File: config.mk
export PLATFORM = sky130hd
export DESIGN_NAME = bcd_entry_to_bin
export DESIGN_NICKNAME = d
export VERILOG_FILES = /design/src/rtl/entry_pkg.sv /design/src/rtl/rise_detect.sv /design/src/rtl/bcd_entry_to_bin.sv
export SDC_FILE = /design/constraint.sdc
export NUM_CORES = 1
export LEC_CHECK = 0
export CAP_MARGIN = 15
export CORE_UTILIZATION = 45
export CTS_CLUSTER_SIZE = 20
export DETAILED_ROUTE_END_ITERATION = 12
export DONT_BUFFER_PORTS = 1
export GPL_ROUTABILITY_DRIVEN = 0
export PLACE_DENSITY = 0.67
export RECOVER_POWER = 50
export REMOVE_ABC_BUFFERS = 1
export SETUP_SLACK_MARGIN = 0.5
export SYNTH_ARGS = -nofsm -noshare
export SYNTH_HDL_FRONTEND = slang
export SYNTH_SLANG_ARGS = --single-unit
File: constraint.sdc
create_clock -name clk -period 5.45 [get_ports clk]
set_input_delay 1.09 -clock clk [delete_from_list [all_inputs] [get_ports clk]]
set_output_delay 1.09 -clock clk [all_outputs]
set_load 0.01 [all_outputs]
File: src/rtl/entry_pkg.sv
// rtl/entry_pkg.sv - shared types for the decimal digit entry path
package entry_pkg;
  typedef enum logic [1:0] {IDLE, CONV, DONE} state_t;
  typedef logic [3:0] bcd_t;
  localparam bcd_t BCD_MAX = 4'd9;
endpackage

File: src/rtl/rise_detect.sv
// rtl/rise_detect.sv - one-register rising-edge detector for a synchronous level
module rise_detect (
  input  logic clk,
  input  logic reset_n,
  input  logic sig,
  output logic rise
);
  logic prev;

  always_ff @(posedge clk or negedge reset_n) begin
    if (!reset_n) prev <= 1'b0;
    else          prev <= sig;
  end

  assign rise = sig & ~prev;
endmodule

File: src/rtl/bcd_entry_to_bin.sv
// rtl/bcd_entry_to_bin.sv - keyed BCD digit entry with iterative decimal-to-binary conversion
module bcd_entry_to_bin
  import entry_pkg::*;
#(
  parameter int N_DIGITS = 2,
  parameter int W        = $clog2(10**N_DIGITS)
) (
  input  logic         clk,
  input  logic         reset_n,
  input  logic [3:0]   digit_in,
  input  logic         digit_stb,
  input  logic         convert,
  input  logic         clear,
  output bcd_t         bcd_digits [N_DIGITS-1:0],
  output logic [W-1:0] bin_out,
  output logic         bin_valid,
  output logic         busy,
  output logic         err
);
  localparam int IW = (N_DIGITS > 1) ? $clog2(N_DIGITS) : 1;

  state_t         state_q, state_d;
  logic           dig_rise, conv_rise, digit_ok;
  logic [W-1:0]   acc_q, acc_next;
  logic [IW-1:0]  idx_q;

  rise_detect u_stb_rise  (.clk(clk), .reset_n(reset_n), .sig(digit_stb), .rise(dig_rise));
  rise_detect u_conv_rise (.clk(clk), .reset_n(reset_n), .sig(convert),   .rise(conv_rise));

  assign digit_ok = (digit_in <= BCD_MAX);
  assign acc_next = (acc_q << 3) + (acc_q << 1) + W'(bcd_digits[idx_q]);

  always_ff @(posedge clk or negedge reset_n) begin
    if (!reset_n) state_q <= IDLE;
    else          state_q <= state_d;
  end

  // A digit edge always shadows a coincident convert edge, even an invalid digit.
  always_comb begin
    state_d = state_q;
    if (clear) begin
      state_d = IDLE;
    end else begin
      case (state_q)
        IDLE:    if (!dig_rise && conv_rise) state_d = CONV;
        CONV:    if (idx_q == '0) state_d = DONE;
        DONE: begin
          if (dig_rise) begin
            if (digit_ok) state_d = IDLE;
          end else if (conv_rise) begin
            state_d = CONV;
          end
        end
        default: state_d = IDLE;
      endcase
    end
  end

  always_comb begin
    busy      = (state_q == CONV);
    bin_valid = (state_q == DONE);
  end

  always_ff @(posedge clk or negedge reset_n) begin
    if (!reset_n) begin
      for (int i = 0; i < N_DIGITS; i++) bcd_digits[i] <= '0;
      acc_q   <= '0;
      idx_q   <= '0;
      bin_out <= '0;
      err     <= 1'b0;
    end else if (clear) begin
      for (int i = 0; i < N_DIGITS; i++) bcd_digits[i] <= '0;
      acc_q   <= '0;
      idx_q   <= '0;
      bin_out <= '0;
      err     <= 1'b0;
    end else if (state_q == CONV) begin
      acc_q <= acc_next;
      idx_q <= idx_q - IW'(1);
      if (idx_q == '0) bin_out <= acc_next;
    end else if (dig_rise) begin
      if (digit_ok) begin
        // Keying after a finished conversion starts a fresh number.
        for (int i = 1; i < N_DIGITS; i++)
          bcd_digits[i] <= (state_q == DONE) ? '0 : bcd_digits[i-1];
        bcd_digits[0] <= digit_in;
      end else begin
        err <= 1'b1;
      end
    end else if (conv_rise) begin
      acc_q <= '0;
      idx_q <= IW'(N_DIGITS - 1);
    end
  end
endmodule

==> qor_table.md, run 1 <==
| Parameter | This run | Unit |
| --- | --- | --- |
| Port Buffers | 0 | - |
| Final net count | 167 | - |
| X dimension of the die | 58.4 | um |
| Setup clock skew after layout | 0.00962 | ns |
| CP Capture Type | primary output | - |
| Post-CTS Setup Repair Bufs | 0 | - |
| Uppermost routed layer | met4 | - |
| Ratio of cells with drive above 1 in the final layout | 3.40 | % |
| Violation count after the first detailed-routing iteration | 32 | - |
| Number of hold violations in the final report | 0 | - |
| Vertical extent of the die | 58.4 | um |
| Detail Route met2 WL | 1.32 | mm |
| First-pass GRT wire length | 4.84 | mm |
| Power Dens Cells | 216 | nW/um^2 |
| Warning count from the yosys run | 0 | - |
| Post-layout power | 0.319 | mW |
| DRC errors left | 0 | - |
| Startpoint type of the worst setup path | flop | - |
| Most frequent standard cell in the layout excluding fill and tap cells | sky130_fd_sc_hd__dfrtp_1 | - |
| # rows | 20 | - |
| CTS Hold Bufs | 0 | - |
| FF-to-FF Start | idx_q | - |
| Via count of the routed design | 1036 | - |
| Count of distinct cell types in the synthesized netlist | 32 | - |
| Endpoint of the worst register-to-register path | bin_out[6] | - |
| Effective utilization at floorplan | 47.2 | % |
| Max stage delay cell, worst path | sky130_fd_sc_hd__dfrtp_1 | - |
| EDFF count, synth | 0 | - |
| Count of maximum capacitance violations | 0 | - |
| Worst setup startpoint | state_q[1] | - |
| Cells along the critical path | nand2b_1, inv_1 | - |
| Most frequently used flop master after synthesis | sky130_fd_sc_hd__dfrtp_1 | - |
| Register Area | 676 | sq um |
| Final count of pins violating max slew | 0 | - |
| Area of the mapped netlist | 1430 | sq um |
| Finish-stage setup viols | 0 | - |
| Cell count after synthesis | 150 | - |
| Register-to-Register Setup Slack | 2.99 | ns |
| Ratio of final minimum period to clock period | 46.0 | % |
| Metal3 WL | 133 | um |
| Type of the worst min-delay path | in -> async | - |
| Top library cells by usage in the layout, fill and taps aside | sky130_fd_sc_hd__dfrtp_1, sky130_fd_sc_hd__nand2_1, sky130_fd_sc_hd__a21oi_1 | - |
| Run status | complete, no violations | - |
| Clock-pin slew of the registers on the worst-case setup and hold paths | 0.15 | ns |
| Maximum vdd ir drop | 0.000118 | V |
| Required time of the critical path | 4.36 | ns |
| Average detailed-routed wire length per instance | 14.2 | um |
| Post-Route Setup TNS | 0 | ns |
| CTS buffer count | 3 | - |
| Routed wire length | 2.71 | mm |
| Via count of the first global-routing pass | 1100 | - |
| Slowest Stage Delay on Critical Path | 0.42 | ns |
| Critical-path maximum fanout | 11 | - |
| Slew at the pin closest to its max-slew limit | 0.469 | ns |
| Gr usage total | 18.8 | % |
| Cts repair resizes | 0 | - |
| RSZ-0062 raised after global routing | no | - |
| Remaining max-slew budget at the tightest pin | 68.6 | % |
| H-tree levels | 1 | - |
| Antenna diode count | 0 | - |
| Dominant delay contributor by cell family on the critical path | flip-flops | - |
| Fraction of registers with async set or reset after synthesis | 100 | % |
| Last element of the critical path | busy | - |
| Number of search-and-repair iterations in the first detailed-routing pass | 4 | - |
| Ports | 27 | - |
| Worst path bufs/invs | 1 | - |
| Post-synthesis area per instance | 9.53 | sq um |
| Clock latency on the worst-skew pair | 0.32 | ns |
| Floorplan die area | 3400 | sq um |
| Antenna Nets Post-Route | 0 | - |
| Initial antenna violation count | 0 | - |
| Achievable frequency | 399 | MHz |
| Portion of the post-synthesis area used by sequential elements | 47.3 | % |
| Min Hold Slack | 0.430 | ns |
| Wire length on met1 | 1.23 | mm |
| CP Depth | 2 | - |
| Multi-input gate area | 683 | sq um |
| Critical path type | reg -> out | - |
| Pin count of the biggest net entering global routing | 32 | - |
| Average via count per standard cell | 5.42 | - |
| Area of the core region | 3030 | sq um |
| Leakage Power | 0.680 | nW |
| Number of buffers between clock root and the deepest sink | 2 | - |
| Growth of design area from synthesis to finish | 3.24 | % |
| Clock Root Buffer | sky130_fd_sc_hd__clkbuf_4 | - |
| Final period demand of the worst path | 2.51 | ns |
| Fillcell total | 287 | - |
| Flop and latch count out of synthesis | 27 | - |
| Aggregate global routing overflow | 0 | - |
| Clock sink count | 27 | - |
| HPWL reported at the end of detailed placement | 1.98 | mm |
| Worst R2R Path Depth | 9 | - |
| CTS tree | done | - |
| Endpoint arrival time on the critical path | 1.42 | ns |
==> flip-flops by register name, summed over array words and instances, names as in the netlist <==
name / count
bcd_digits: 8
u_stb_rise.prev: 1
state_q: 2
u_conv_rise.prev: 1
acc_q: 6
bin_out: 7
err: 1
idx_q: 1
==> cell families (layout without fill, tap and decap cells) <==
kind of cell	Yosys count	after routing	share of synthesized area (%)
compound gates	28	28	11.2
xor+xnor	3	3	1.84
buf+inv	16	13	4.90
mux	4	4	2.98
flops	27	27	47.3
fa+ha+maj	10	10	9.81
simple gates	62	62	22.0
==> final cells by class <==
class / count / area share, %
Inverter: 9 / 2.29
Tap cell: 44 / 3.73
Clock inverter: 1 / 0.339
Multi-Input combinational cell: 107 / 46.3
Clock buffer: 3 / 1.53
Sequential cell: 27 / 45.8
==> stage by stage <==
| step | setup WS, ns | instances | util, % | cell area (sq um) |
|---|---|---|---|---|
| 6_report | 2.94 | 191 | 48.7 | 1480 |
| 5_1_grt | 2.83 | 191 | 48.7 | 1480 |
| 4_1_cts | 2.99 | 191 | 48.7 | 1480 |
| 3_5_place_dp | 3.02 | 187 | 47.8 | 1450 |
| 3_3_place_gp | 3.12 | 187 | 47.8 | 1450 |
| 2_1_floorplan | 3.21 | 143 | - | 1390 |
==> worst min-delay path by stage <==
stage               startpoint         end
global route           reset_n  bin_out[4]
detailed placement    acc_q[4]    acc_q[4]
global placement      acc_q[4]    acc_q[4]
floorplan             acc_q[0]    acc_q[0]
finish                 reset_n  bin_out[4]
CTS                    reset_n  bin_out[4]
==> Yosys cell counts (all sizes together), types with 2 or more instances <==
cell	n	area share, %
nor2	13	3.4
nand3b	2	1.1
nand2b	4	1.8
nand2	22	5.8
nand3	10	3.5
mux2	2	1.6
inv	9	2.4
nand4b	3	1.8
mux2i	2	1.4
dfrtp	27	47
buf	3	1.5
xnor2	2	1.2
fa	2	2.8
clkbuf	4	1.1
ha	8	7.0
or4	3	1.6
a22oi	2	1.1
a21oi	20	7.0
==> power breakdown <==
part           internal [mW]  total [mW]  switching [mW]
registers              0.205       0.210         0.00558
logic                0.00822      0.0217          0.0135
clock network         0.0275      0.0870          0.0595
==> layer usage <==
layer  vias to the layer above  global-route usage (%)
met4                         0                    7.14
met2                        25                    31.2
met3                         4                    3.30
li1                        504                       -
met1                       503                    24.6
met5                         -                       0
(Power assumes the default switching activity.)
==> run 2: changes to the inputs <==
==> constraint.sdc (replaced) <==
create_clock -name clk -period 2.5 [get_ports clk]
set_input_delay 0.5 -clock clk [delete_from_list [all_inputs] [get_ports clk]]
set_output_delay 0.5 -clock clk [all_outputs]
set_load 0.01 [all_outputs]
==> qor_table.md, run 2 (synthesis gave the netlist of run 1 again) <==
| Parameter | This run | Unit |
| --- | --- | --- |
| Register-to-Register Setup Slack | 0.25 | ns |
| Count of maximum capacitance violations | 0 | - |
| Pin count of the biggest net entering global routing | 32 | - |
| Slew at the pin closest to its max-slew limit | 1.44 | ns |
| Leading registers by flop count | bcd_digits x8, bin_out x7, acc_q x6 | - |
| Clock Root Buffer | sky130_fd_sc_hd__clkbuf_4 | - |
| Ports | 27 | - |
| Average via count per standard cell | 5.55 | - |
| Metal3 WL | 187 | um |
| Sequential cell fraction of total power | 63.9 | % |
| Wire length on met1 | 1.30 | mm |
| Area of the core region | 3030 | sq um |
| Final count of pins violating max slew | 0 | - |
| Power dissipated by switching net loads | 0.186 | mW |
| Critical path type | reg -> reg | - |
| Clock power frac | 27.1 | % |
| Cell count after placement | 188 | - |
| Hold Crit Start | digit_stb | - |
| Startpoint type of the worst setup path | flop | - |
| Register Area | 679 | sq um |
| Run status | complete, no violations | - |
| Cells along the critical path | mux2i_1, fa_1, inv_1, ha_1, a21o_1, a21oi_2, or4_1, nand3_1 | - |
| HPWL reported at the end of detailed placement | 2.06 | mm |
| Uppermost routed layer | met4 | - |
| Via count of the first global-routing pass | 1022 | - |
| Worst R2R Path Depth | 8 | - |
| Power Dens Cells | 459 | nW/um^2 |
| CTS tree | done | - |
| Combinational share of power | 8.9 | % |
| Average detailed-routed wire length per instance | 14.9 | um |
| Critical-path maximum fanout | 5 | - |
| FF-to-FF Start | idx_q | - |
| Ratio of final minimum period to clock period | 89.8 | % |
| Endpoint arrival time on the critical path | 2.53 | ns |
| CP Capture Type | flop | - |
| Max stage delay cell, worst path | sky130_fd_sc_hd__fa_1 | - |
| Slowest Stage Delay on Critical Path | 0.55 | ns |
| Effective utilization at floorplan | 47.2 | % |
| Detail Route met2 WL | 1.40 | mm |
| Violation count after the first detailed-routing iteration | 54 | - |
| Required time of the critical path | 2.78 | ns |
| DRC errors left | 0 | - |
| Fillcell total | 281 | - |
| Switching power as a share of total power | 26.0 | % |
| Number of buffers between clock root and the deepest sink | 2 | - |
| Routed wire length | 2.93 | mm |
| Endpoint with the worst hold slack | u_stb_rise.prev | - |
| Number of search-and-repair iterations in the first detailed-routing pass | 4 | - |
| Via count of the routed design | 1088 | - |
| Final period demand of the worst path | 2.25 | ns |
| CTS buffer count | 3 | - |
| Floorplan die area | 3400 | sq um |
| Initial antenna violation count | 0 | - |
| Final net count | 172 | - |
| Min Hold Slack | 0.174 | ns |
| Pint | 0.529 | mW |
| Antenna diode count | 0 | - |
| Clock latency on the worst-skew pair | 0.33 | ns |
| First-pass GRT wire length | 4.72 | mm |
| H-tree levels | 1 | - |
| Setup clock skew after layout | 0.00113 | ns |
| Growth of design area from synthesis to finish | 8.93 | % |
| Fin cells | 196 | - |
| X dimension of the die | 58.4 | um |
| Post-Place Setup Slack | 0.152 | ns |
| Achievable frequency | 445 | MHz |
| Number of hold violations in the final report | 0 | - |
| Aggregate global routing overflow | 0 | - |
| Most frequent standard cell in the layout excluding fill and tap cells | sky130_fd_sc_hd__dfrtp_1 | - |
| Leakage Power | 0.687 | nW |
| Fin area | 1560 | sq um |
| Setup slack of the critical path after layout | 0.255 | ns |
| Endpoint of the worst register-to-register path | bin_out[5] | - |
| Top library cells by usage in the layout, fill and taps aside | sky130_fd_sc_hd__dfrtp_1, sky130_fd_sc_hd__nand2_1, sky130_fd_sc_hd__a21oi_1 | - |
| Vertical extent of the die | 58.4 | um |
| Finish-stage setup viols | 0 | - |
| Antenna Nets Post-Route | 0 | - |
| Clock-pin slew of the registers on the worst-case setup and hold paths | 0.15 | ns |
| Post-layout power | 0.715 | mW |
| Remaining max-slew budget at the tightest pin | 3.99 | % |
| Multi-input gate area | 724 | sq um |
| Type of the worst min-delay path | in -> reg | - |
| Post-layout util | 51.4 | % |
| Worst path bufs/invs | 1 | - |
| Maximum vdd ir drop | 0.000281 | V |
| Min-Delay Path Depth | 0 | - |
| Gr usage total | 18.6 | % |
| Clock sink count | 27 | - |
| Top reg by flops | bcd_digits | - |
| Flip-flop count of the largest register, all copies and words added | 8 | - |
| DP Area | 1460 | sq um |
| Dominant delay contributor by cell family on the critical path | adder cells | - |
| Post-Route Setup TNS | 0 | ns |
| RSZ-0062 raised after global routing | yes | - |
| # rows | 20 | - |
| Port Buffers | 0 | - |
| Ratio of cells with drive above 1 in the final layout | 13.2 | % |
| CP Depth | 8 | - |
[run 2: changes by cell type in the layout (fill, tap and decap cells not counted), sizes merged]
cell,before,now
buf,0,3
clkbuf,3,4
dlygate4sd3,0,1
[run 2: how the worst max path moves through the flow]
stage                     slack (ns)    endpoint  startpoint
after floorplan                 0.26  bin_out[6]       idx_q
after global placement          0.26  bin_out[6]       idx_q
after detailed placement        0.15  bin_out[6]       idx_q
after CTS                       0.24  bin_out[5]       idx_q
after global routing            0.15  bin_out[5]       idx_q
final                           0.25  bin_out[5]       idx_q
[run 2: cell type report]
type,instances,area share (%)
Inverter,9,2.17
Clock inverter,1,0.322
Sequential cell,27,43.6
Multi-Input combinational cell,107,46.5
Tap cell,44,3.54
Timing Repair Buffer,5,2.33
Clock buffer,3,1.45
[run 2: per-layer routing]
metal	track usage [%]	vias to the layer above
met4	6.80	0
met3	4.18	2
met1	24.2	530
li1	-	520
met2	30.5	36
met5	0	-
[run 2: what timing repair did]
item / 4_1_cts / 5_1_grt
setup endpoints to repair: 7 / 7
buffers inserted: 2 / 0
resized for setup: 10 / 2
pin swaps: 4 / 0
hold endpoints to repair: 27 / 0
hold buffers: 2 / 0
[run 2: power by group through the flow]
stage	combinational (mW)	clock, mW	sequential (mW)
2_1_floorplan	0.0383	0	0.464
3_3_place_gp	0.0509	0	0.464
3_5_place_dp	0.0520	0	0.465
4_1_cts	0.0688	0.197	0.457
5_1_grt	0.0721	0.213	0.459
6_report	0.0639	0.194	0.457
==> run 3: changes to the inputs <==
--- a/config.mk
+++ b/config.mk
@@ -6,12 +6,12 @@
 export NUM_CORES = 1
 export LEC_CHECK = 0
 export CAP_MARGIN = 15
-export CORE_UTILIZATION = 45
+export CORE_UTILIZATION = 50
 export CTS_CLUSTER_SIZE = 20
 export DETAILED_ROUTE_END_ITERATION = 12
 export DONT_BUFFER_PORTS = 1
 export GPL_ROUTABILITY_DRIVEN = 0
-export PLACE_DENSITY = 0.67
+export PLACE_DENSITY = 0.72
 export RECOVER_POWER = 50
 export REMOVE_ABC_BUFFERS = 1
 export SETUP_SLACK_MARGIN = 0.5
==> qor_table.md, run 3 (synthesis gave the netlist of run 1 again) <==
| Parameter | This run | Unit |
| --- | --- | --- |
| Run status | complete, no violations | - |
| Flip-flop count of the largest register, all copies and words added | 8 | - |
| Clock sink count | 27 | - |
| Antenna Nets Post-Route | 0 | - |
| CTS tree | done | - |
| RSZ-0062 raised after global routing | yes | - |
| Most frequent standard cell in the layout excluding fill and tap cells | sky130_fd_sc_hd__dfrtp_1 | - |
| Area of the core region | 2730 | sq um |
| Number of buffers between clock root and the deepest sink | 2 | - |
| Critical-path maximum fanout | 4 | - |
| Achievable frequency | 442 | MHz |
| Number of search-and-repair iterations in the first detailed-routing pass | 4 | - |
| Ports | 27 | - |
| Via count of the routed design | 1115 | - |
| Combinational share of power | 9.8 | % |
| Vertical extent of the die | 55.5 | um |
| Switching power as a share of total power | 26.6 | % |
| Endpoint arrival time on the critical path | 2.55 | ns |
| Floorplan die area | 3080 | sq um |
| Final net count | 174 | - |
| Ratio of final minimum period to clock period | 90.4 | % |
| Setup slack of the critical path after layout | 0.240 | ns |
| Required time of the critical path | 2.79 | ns |
| Count of maximum capacitance violations | 0 | - |
| Final period demand of the worst path | 2.26 | ns |
| Effective utilization at floorplan | 52.3 | % |
| Post-Route Setup TNS | 0 | ns |
| Average detailed-routed wire length per instance | 16.3 | um |
| Growth of design area from synthesis to finish | 10.9 | % |
| # rows | 19 | - |
| Antenna diode count | 0 | - |
| Maximum vdd ir drop | 0.000491 | V |
| Clock Root Buffer | sky130_fd_sc_hd__clkbuf_4 | - |
| Violation count after the first detailed-routing iteration | 43 | - |
| DRC errors left | 0 | - |
| Routed wire length | 3.02 | mm |
| Setup clock skew after layout | 0.00183 | ns |
| Number of hold violations in the final report | 0 | - |
| Final count of pins violating max slew | 0 | - |
| FF-to-FF Start | idx_q | - |
| Power Dens Cells | 460 | nW/um^2 |
| Average via count per standard cell | 6.03 | - |
| Critical path type | reg -> reg | - |
| Type of the worst min-delay path | in -> reg | - |
| Slew at the pin closest to its max-slew limit | 1.44 | ns |
| Port Buffers | 0 | - |
| HPWL reported at the end of detailed placement | 2.02 | mm |
| Min-Delay Path Depth | 0 | - |
| Leading registers by flop count | bcd_digits x8, bin_out x7, acc_q x6 | - |
| Aggregate global routing overflow | 0 | - |
| Endpoint of the worst register-to-register path | bin_out[5] | - |
| H-tree levels | 1 | - |
| Register-to-Register Setup Slack | 0.24 | ns |
| Clock latency on the worst-skew pair | 0.34 | ns |
| Initial antenna violation count | 0 | - |
| Top library cells by usage in the layout, fill and taps aside | sky130_fd_sc_hd__dfrtp_1, sky130_fd_sc_hd__nand2_1, sky130_fd_sc_hd__a21oi_1 | - |
| Hold Crit Start | convert | - |
| CTS buffer count | 3 | - |
| Top reg by flops | bcd_digits | - |
| Pint | 0.535 | mW |
| CP Capture Type | flop | - |
| Gr usage total | 21.3 | % |
| X dimension of the die | 55.5 | um |
| Ratio of cells with drive above 1 in the final layout | 15.6 | % |
| Post-Place Setup Slack | 0.179 | ns |
| Clock power frac | 27.6 | % |
| Finish-stage setup viols | 0 | - |
| Power dissipated by switching net loads | 0.194 | mW |
| Endpoint with the worst hold slack | u_conv_rise.prev | - |
| Startpoint type of the worst setup path | flop | - |
| Pin count of the biggest net entering global routing | 32 | - |
| Remaining max-slew budget at the tightest pin | 4.18 | % |
| Leakage Power | 0.707 | nW |
| Via count of the first global-routing pass | 1090 | - |
| Clock-pin slew of the registers on the worst-case setup and hold paths | 0.15 | ns |
| Sequential cell fraction of total power | 62.6 | % |
| Worst R2R Path Depth | 8 | - |
| First-pass GRT wire length | 5.13 | mm |
==> run 3: how the worst max path moves through the flow <==
stage | start | endpoint | slack, ns | depth (start not counted)
2_1_floorplan | idx_q | bin_out[6] | 0.26 | 9
3_3_place_gp | idx_q | bin_out[6] | 0.25 | 9
3_5_place_dp | idx_q | bin_out[6] | 0.18 | 9
4_1_cts | idx_q | bin_out[5] | 0.25 | 8
5_1_grt | idx_q | bin_out[5] | 0.14 | 8
6_report | idx_q | bin_out[5] | 0.24 | 8
==> run 3: layout make-up <==
class                   instances  area, sq um
fillers                       235         1150
multi-input cells             107          749
flip-flops and latches         27          679
repair buffers                  7         51.3
well taps                      31         38.8
inverters                       9         36.3
clock buffers                   3         22.5
clock inverters                 1         7.51
==> run 3: worst max-delay path: stages, from the launching register on <==
cell and delay (ns):
sky130_fd_sc_hd__dfrtp_2 0.46, sky130_fd_sc_hd__mux2i_1 0.14, sky130_fd_sc_hd__fa_1 0.55, sky130_fd_sc_hd__inv_1 0.07, sky130_fd_sc_hd__ha_1 0.29, sky130_fd_sc_hd__a21o_1 0.13, sky130_fd_sc_hd__a21oi_2 0.08, sky130_fd_sc_hd__or4_1 0.41
sky130_fd_sc_hd__nand3_1 0.08
==> run 3: what timing repair did <==
item | 4_1_cts | 5_1_grt
gates resized for setup | 14 | 3
hold buffers | 2 | 0
hold endpoints to repair | 27 | 0
endpoints found under the setup margin | 7 | 7
pin swaps | 3 | 3
buffers inserted | 4 | 0
==> run 3: per-stage QoR <==
step	power, mW	area [sq um]	cells	hold slack, ns	util, %
after floorplan	0.502	1390	143	0.204	-
after global placement	0.515	1440	175	0.205	52.6
after detailed placement	0.517	1440	175	0.205	52.6
after CTS	0.736	1590	185	0.159	58.3
after global routing	0.756	1590	185	0.141	58.0
final	0.729	1590	185	0.166	58.0
==> run 3: power groups by stage <==
stage               logic (mW)  clock network, mW  registers, mW
floorplan               0.0383                  0          0.464
global placement        0.0502                  0          0.464
detailed placement      0.0519                  0          0.465
CTS                     0.0757              0.204          0.456
global route            0.0798              0.218          0.458
finish                  0.0718              0.201          0.456
==> run 3: layer usage <==
metal  up-vias  global-route usage (%)  part of all wire [%]
li1        521                       -                     -
met1       565                    27.6                    45
met2        25                    35.8                    50
met3         4                    6.09                   4.5
met4         0                    4.29                  0.99
met5         -                       0                     0
